<file path="src/rtl/param_sum_accumulator.sv">
// Burst accumulator: adds offset P to each accepted operand, sums NUM beats,
// then holds the total and a sticky wrap flag until the sink takes it.
//
//   state | meaning
//   IDLE  | waiting for the first beat of a burst
//   ACCUM | beats 2..NUM being summed
//   HOLD  | total presented on out_sum until out_ready
module param_sum_accumulator #(
  parameter int                 WIDTH = 32,
  parameter logic signed [31:0] P     = 32'sd1,
  parameter int                 NUM   = 4
) (
  input  logic             clk,
  input  logic             rst_n,
  input  logic             in_valid,
  output logic             in_ready,
  input  logic [WIDTH-1:0] in_data,
  output logic             out_valid,
  input  logic             out_ready,
  output logic [WIDTH-1:0] out_sum,
  output logic             out_ovf,
  output logic             busy
);

  typedef enum logic [1:0] {IDLE, ACCUM, HOLD} state_t;

  // Offset sign-extended into the two guard bits; any guard bit set after the
  // add means the running sum left 0..2^WIDTH-1 (carry out or borrow).
  localparam logic [WIDTH+1:0] P_EXT   = {{(WIDTH-30){P[31]}}, P};
  localparam logic [7:0]       NUM_CNT = 8'(NUM);

  state_t           state, state_nxt;
  logic [WIDTH-1:0] acc, acc_nxt;
  logic [7:0]       cnt, cnt_nxt;
  logic             ovf, ovf_nxt;
  logic [WIDTH+1:0] sum_wide;
  logic             carry;
  logic             xfer_in;

  assign sum_wide = {2'b00, acc} + {2'b00, in_data} + P_EXT;
  assign carry    = |sum_wide[WIDTH+1:WIDTH];
  assign xfer_in  = in_valid && in_ready;

  always_ff @(posedge clk) begin
    if (!rst_n) begin
      state <= IDLE;
      acc   <= '0;
      cnt   <= '0;
      ovf   <= 1'b0;
    end else begin
      state <= state_nxt;
      acc   <= acc_nxt;
      cnt   <= cnt_nxt;
      ovf   <= ovf_nxt;
    end
  end

  always_comb begin
    state_nxt = state;
    acc_nxt   = acc;
    cnt_nxt   = cnt;
    ovf_nxt   = ovf;
    case (state)
      IDLE: begin
        // acc is always zero here, so sum_wide is just the addend
        if (xfer_in) begin
          acc_nxt   = sum_wide[WIDTH-1:0];
          cnt_nxt   = 8'd1;
          ovf_nxt   = carry;
          state_nxt = (NUM_CNT == 8'd1) ? HOLD : ACCUM;
        end
      end
      ACCUM: begin
        if (xfer_in) begin
          acc_nxt = sum_wide[WIDTH-1:0];
          cnt_nxt = cnt + 8'd1;
          ovf_nxt = ovf | carry;
          if (cnt + 8'd1 == NUM_CNT) state_nxt = HOLD;
        end
      end
      HOLD: begin
        if (out_ready) begin
          acc_nxt   = '0;
          cnt_nxt   = '0;
          ovf_nxt   = 1'b0;
          state_nxt = IDLE;
        end
      end
      default: state_nxt = IDLE;
    endcase
  end

  assign in_ready  = rst_n && (state != HOLD);
  assign out_valid = (state == HOLD);
  assign out_sum   = (state == HOLD) ? acc : '0;
  assign out_ovf   = (state == HOLD) && ovf;
  assign busy      = (state == ACCUM) || (state == HOLD);

endmodule

</file>
<file path="config.mk">
export PLATFORM = sky130hd
export DESIGN_NAME = param_sum_accumulator
export DESIGN_NICKNAME = d
export VERILOG_FILES = /design/src/rtl/param_sum_accumulator.sv
export SDC_FILE = /design/constraint.sdc
export NUM_CORES = 1
export LEC_CHECK = 0
export ABC_CLOCK_PERIOD_IN_PS = 3710
export CAP_MARGIN = 0
export CORE_ASPECT_RATIO = 0.9
export CORE_MARGIN = 2
export CORE_UTILIZATION = 50
export CTS_CLUSTER_DIAMETER = 60
export DETAILED_ROUTE_END_ITERATION = 7
export PLACE_DENSITY_LB_ADDON = 0.25
export SLEW_MARGIN = 5
export SYNTH_ARGS = -nofsm -noshare
export SYNTH_HDL_FRONTEND = slang
export SYNTH_SLANG_ARGS = --single-unit
</file>
<file path="constraint.sdc">
create_clock -name clk -period 3.71 [get_ports clk]
set_clock_uncertainty 0.2 [all_clocks]
set_input_delay 1.113 -clock clk [delete_from_list [all_inputs] [get_ports clk]]
set_output_delay 1.113 -clock clk [all_outputs]
set_load 0.02 [all_outputs]
</file>
* After elaboration in Yosys (flattened, before gate mapping)
Cells that the tools add are included.
** Storage, ports and cells
- Flip-flop bits (word level) :: 43
- Input bits :: 36
- Output and inout bits :: 36
** Cells by class
- Add/sub/neg operators :: 3
- Eq/ne operators :: 9
- Muxes and demuxes :: 17
- Bitwise logic cells :: 1
- Reduce and logical (&&, ||, !) cells :: 12
** Operators by type and width (number)
- $mux 32 :: 3
- $pmux 32 s2 :: 1
- $add 33x1->34 const B :: 1
- $add 32x32->33 :: 1
- $mux 8 :: 3
- $pmux 8 s3 :: 1
- $add 8x1->8 const B :: 1
- $eq 8x3->1 const B :: 1
- $mux 2 :: 4
- $ne 2x2->1 const B :: 4
- $reduce_and 4->1 :: 2
- $pmux 2 s3 :: 1
- $ne 2x1->1 const B :: 2
- $reduce_or 2->1 :: 2
- $logic_and 1x1->1 :: 3
- $mux 1 :: 3
- $pmux 1 s3 :: 1
- $reduce_and 3->1 :: 1
- $reduce_bool 3->1 :: 1
- $eq 2x1->1 const B :: 1
- $eq 2x2->1 const B :: 1
- $logic_not 2->1 :: 1
- $reduce_bool 2->1 :: 1
- $logic_or 1x1->1 :: 1
- $or 1x1->1 :: 1

* Depth between registers and ports, before layout
- Word-level depth :: 6
- Gate-level depth with buffers :: 12
- Mapped depth without buffers :: 11

* Worst setup path before layout
OpenSTA, ideal clock, no wires.
- Path type :: input -> register
- Start :: input port in_data[0]
- End :: register acc[28]
- Setup time :: 0.125 ns
- Data arrival time :: 3.041 ns
- Data required time :: 3.385 ns
- Setup slack :: 0.344 ns
- Stages :: 11
- Path buffers :: 0
- Cells stage by stage :: inv_1 -> ha_1 -> fa_1 -> nor2b_1 -> o2111ai_1 -> a21oi_1 -> o21ai_1 -> o41ai_2 -> a21oi_1 -> xor2_1 -> o21ai_1
** Between the ends
- Longest elaborated chain between the ends :: 4
** RTL lines
- start: declaration :: RTL line 17 : input logic [WIDTH-1:0] in_data,
- $add 32x32->33 :: RTL line 40 : assign sum_wide = {2'b00, acc} + {2'b00, in_data} + P_EXT;
- $add 33x1->34 :: RTL line 40
- $mux 32 :: RTL line 66, 74
- $pmux 32 s2 :: RTL line 63 : case (state)
- end signal: assignment :: RTL line 52 : acc <= acc_nxt;
- end: declaration :: RTL line 33 : logic [WIDTH-1:0] acc, acc_nxt;
Every way passes these cells. The select of a mux whose other input is x is not followed.
A chain may end at the register's enable or synchronous reset.

* Worst setup path after layout
- Start :: input port in_data[8]
- End :: register acc[25]
Same word-level chain as after synthesis.

==> impl_metrics.csv <==
group,metric,value,unit
timing,hold_viol,0,
timing,slew_violations,0,
final_layout,nNetsFinal,661,
yosys,ys_ff_latch,43,
floorplan,design.die.area,8170,µm²
final_layout,layout-drive-gt1-share,13.9,%
floorplan,initial_utilization,52.2,%
yosys,synthArstFlopShare,0,%
worst_setup_path,startpoint_type,"primary input",
clock_tree,cts_hold_buf,0,
yosys,synth-main-ff-cell,"dfxtp_1",
yosys,yosys.area.top_type,"dfxtp_1",
clock_tree,tritoncts,"done",
yosys,syn_area_per_cell,7.69,µm²
clock_tree,cts_made_buffers,5,
final_layout,areaGrowthSynthToFinish,33.4,%
yosys,synth_edf_count,0,
power_and_ir_drop,p_leak,2.09,nW
floorplan,num_rows,29,
routing,wl,10400,µm
clock_tree,path_clk_slew,100,ps
worst_setup_path,r2r_setup_slack,920,ps
clock_tree,clk_latency,310,ps
yosys,synth_cell_types,57,
routing,antenna_left,0,
timing,finalCriticalPeriod,3630,ps
job,max-cap-violations,0,
min_path,min_path_type,"flop to flop",
routing,vias,3906,
grt,grt_pass1_vias,3740,
grt,grt_max_degree,28,
final_layout,final_core_util,69.6,%
power_and_ir_drop,power.total,1.35,mW
clock_tree,cts.htree.levels,2,
yosys,syn-num-nets,559,
routing,drc_errors,0,
final_layout,antennaDiodeCount,0,
power_and_ir_drop,switching_share,35.9,%
routing,routedWlPerCell,15.2,µm
power_and_ir_drop,powerDensity,272,nW/µm²
grt,antenna_found_initial,0,
clock_tree,clockRootBuffer,"clkbuf_8",
grt,track_usage,26.2,%
routing,viasPerCell,5.74,
clock_tree,post_cts_buffers,0,
floorplan,die_w,95.0,µm
power_and_ir_drop,seqPwrFrac,38.0,%
placed_design,dp_hpwl,7730,µm
yosys,seq_area_frac_synth,23.1,%
floorplan,pin_count,72,
power_and_ir_drop,p_switching,0.487,mW
worst_setup_path,path_max_fanout,5,
power_and_ir_drop,comb_power_share,36.9,%
power_and_ir_drop,pwr-share-clk,25.0,%
floorplan,die_h,85.9,µm
yosys,ys_warn_count,0,
yosys,synthTopCellsByArea,"dfxtp_1 (23%), ha_1 (12%), and2_1 (6.4%), nand2_1 (5.3%), a21oi_1 (4.2%)",
placed_design,port_buffers,71,
worst_setup_path,crit_required,3740,ps
worst_setup_path,end_kind,"flop",
yosys,syn_area,3730,µm²
power_and_ir_drop,ir_drop,0.000166,V
yosys,synthDominantCellAreaShare,23.1,%
timing,fmax,0.275,GHz
timing,period_share,98.0,%
grt,overflow,0,
power_and_ir_drop,internal_power,0.868,mW
clock_tree,cts.sinks,43,
grt,grt_pass1_wl,17300,µm
timing,finalSetupTns,0,ps
worst_setup_path,crit_type,"primary input to flop",
run_status,outcome,"finished clean",
routing,dr.first_iter.drc_count,254,
timing,worst-slew-pin-transition,412,ps
final_layout,fill_cells,593,
placed_design,routabilityCongestion,0.982,
floorplan,coreArea,7150,µm²
routing,dr.pass1.iters,6,
clock_tree,clock_path_buffers,2,
yosys,postSynthCellCount,485,
timing,setup_viol,0,
worst_setup_path,cp.arrival,3660,ps
timing,relSlewSlack,72.3,%
cells in the final DEF, fill, tap and decap left out, types with 7 or more instances in the layout:
cell type        Yosys  layout
xnor2_1             12      12
dfxtp_1             43      43
a21oi_1             31      30
nor2_1              18      18
clkdlybuf4s50_1      0      70
o21ai_0             31      31
nand4_1              9       9
nor2b_1             18      17
nand2_1             53      53
a21o_1              15      15
ha_1                37      36
nand3_1             14      14
buf_4                0      49
xor2_1              15      15
a31oi_1             10       8
nand2b_1             7       7
inv_1               15      15
o21ai_1              8       7
and2_1              38      38
nor3_1               8       8
per-layer routing:
layer  track usage, %  vias up  wire length [µm]
li1                 -     1948                 -
met1             36.6     1823              4860
met2             43.3      128              4860
met3             3.16        7               578
met4             5.80        0                84
met5                0        -                 0
synthesized netlist by cell type, types with 3 or more instances:
cell	number
nand2_1	53
dfxtp_1	43
and2_1	38
ha_1	37
a21oi_1	31
o21ai_0	31
clkbuf_1	24
nor2_1	18
nor2b_1	18
a21o_1	15
inv_1	15
xor2_1	15
nand3_1	14
xnor2_1	12
a31oi_1	10
nand4_1	9
nor3_1	8
o21ai_1	8
nand2b_1	7
o21a_1	6
o31ai_1	6
a22oi_1	5
a21boi_0	4
o211ai_1	4
a21boi_1	3
a21oi_2	3
a32oi_1	3
and3_1	3
nor4_1	3
o2111ai_1	3
o21bai_1	3
sequential cells by signal, indices dropped and copies added, names as in the netlist:
name	count
cnt	8
state	2
acc	32
ovf	1
logic make-up after synthesis:
family,after synthesis,synth area share (%)
buffers and inverters,40,4.06
xor gates and xnor gates,27,6.34
and+or+nand+nor,183,25.7
muxes,1,0.268
DFF,43,23.1
adders and majority gates,38,12.9
AOI/OAI and AO/OA,153,27.6
critical path, cell delays in order:
cell	delay, ps
clkdlybuf4s50_1	410
ha_1	370
a21oi_2	190
o21ai_2	80
or4_4	500
o21ai_4	170
o31ai_2	80
buf_4	160
a21bo_1	200
a211o_1	300
o311ai_1	80
power by group through the flow:
| stage | Clock, mW | Sequential [mW] | Combinational [mW] |
|---|---|---|---|
| finish | 0.339 | 0.515 | 0.500 |
| global route | 0.361 | 0.520 | 0.553 |
| CTS | 0.344 | 0.515 | 0.485 |
| detailed placement | 0 | 0.525 | 0.479 |
| global placement | 0 | 0.524 | 0.471 |
| floorplan | 0 | 0.518 | 0.313 |
timing repair:
item                                    in CTS  in global routing
resized for setup                            1                 11
pin swaps                                    0                  4
endpoints found under the setup margin       2                 11
worst paths after layout:
| check | depth (start not counted) | start | endpoint |
|---|---|---|---|
| worst max-delay path | 11 | in_data[8] | acc[25]$_SDFFE_PN0P_ |
| worst min-delay path | 2 | acc[23]$_SDFFE_PN0P_ | acc[23]$_SDFFE_PN0P_ |
| worst max register to register | 12 | state[0]$_SDFFE_PN0P_ | cnt[3]$_SDFFE_PN0P_ |
| worst min register to register | 2 | acc[23]$_SDFFE_PN0P_ | acc[23]$_SDFFE_PN0P_ |
final cells by class:
class	count	area, µm²	share of cell area (%)
Multi-Input combinational cell	402	2770	55.6
Timing Repair Buffer	120	1080	21.7
Sequential cell	43	861	17.3
Tap cell	93	116	2.34
Clock buffer	5	68.8	1.38
Inverter	15	56.3	1.13
Clock inverter	3	26.3	0.528
per-stage QoR:
step / setup WS (ps) / hold slack (ps) / cells / instance area, µm²
floorplan: 344 / 238 / 485 / 3730
global route: -27.9 / 285 / 681 / 4980
detailed placement: -368 / 256 / 673 / 4830
CTS: 8.82 / 270 / 681 / 4930
global placement: -258 / 253 / 673 / 4830
finish: 76.0 / 269 / 681 / 4980
(Power assumes the default switching activity.)
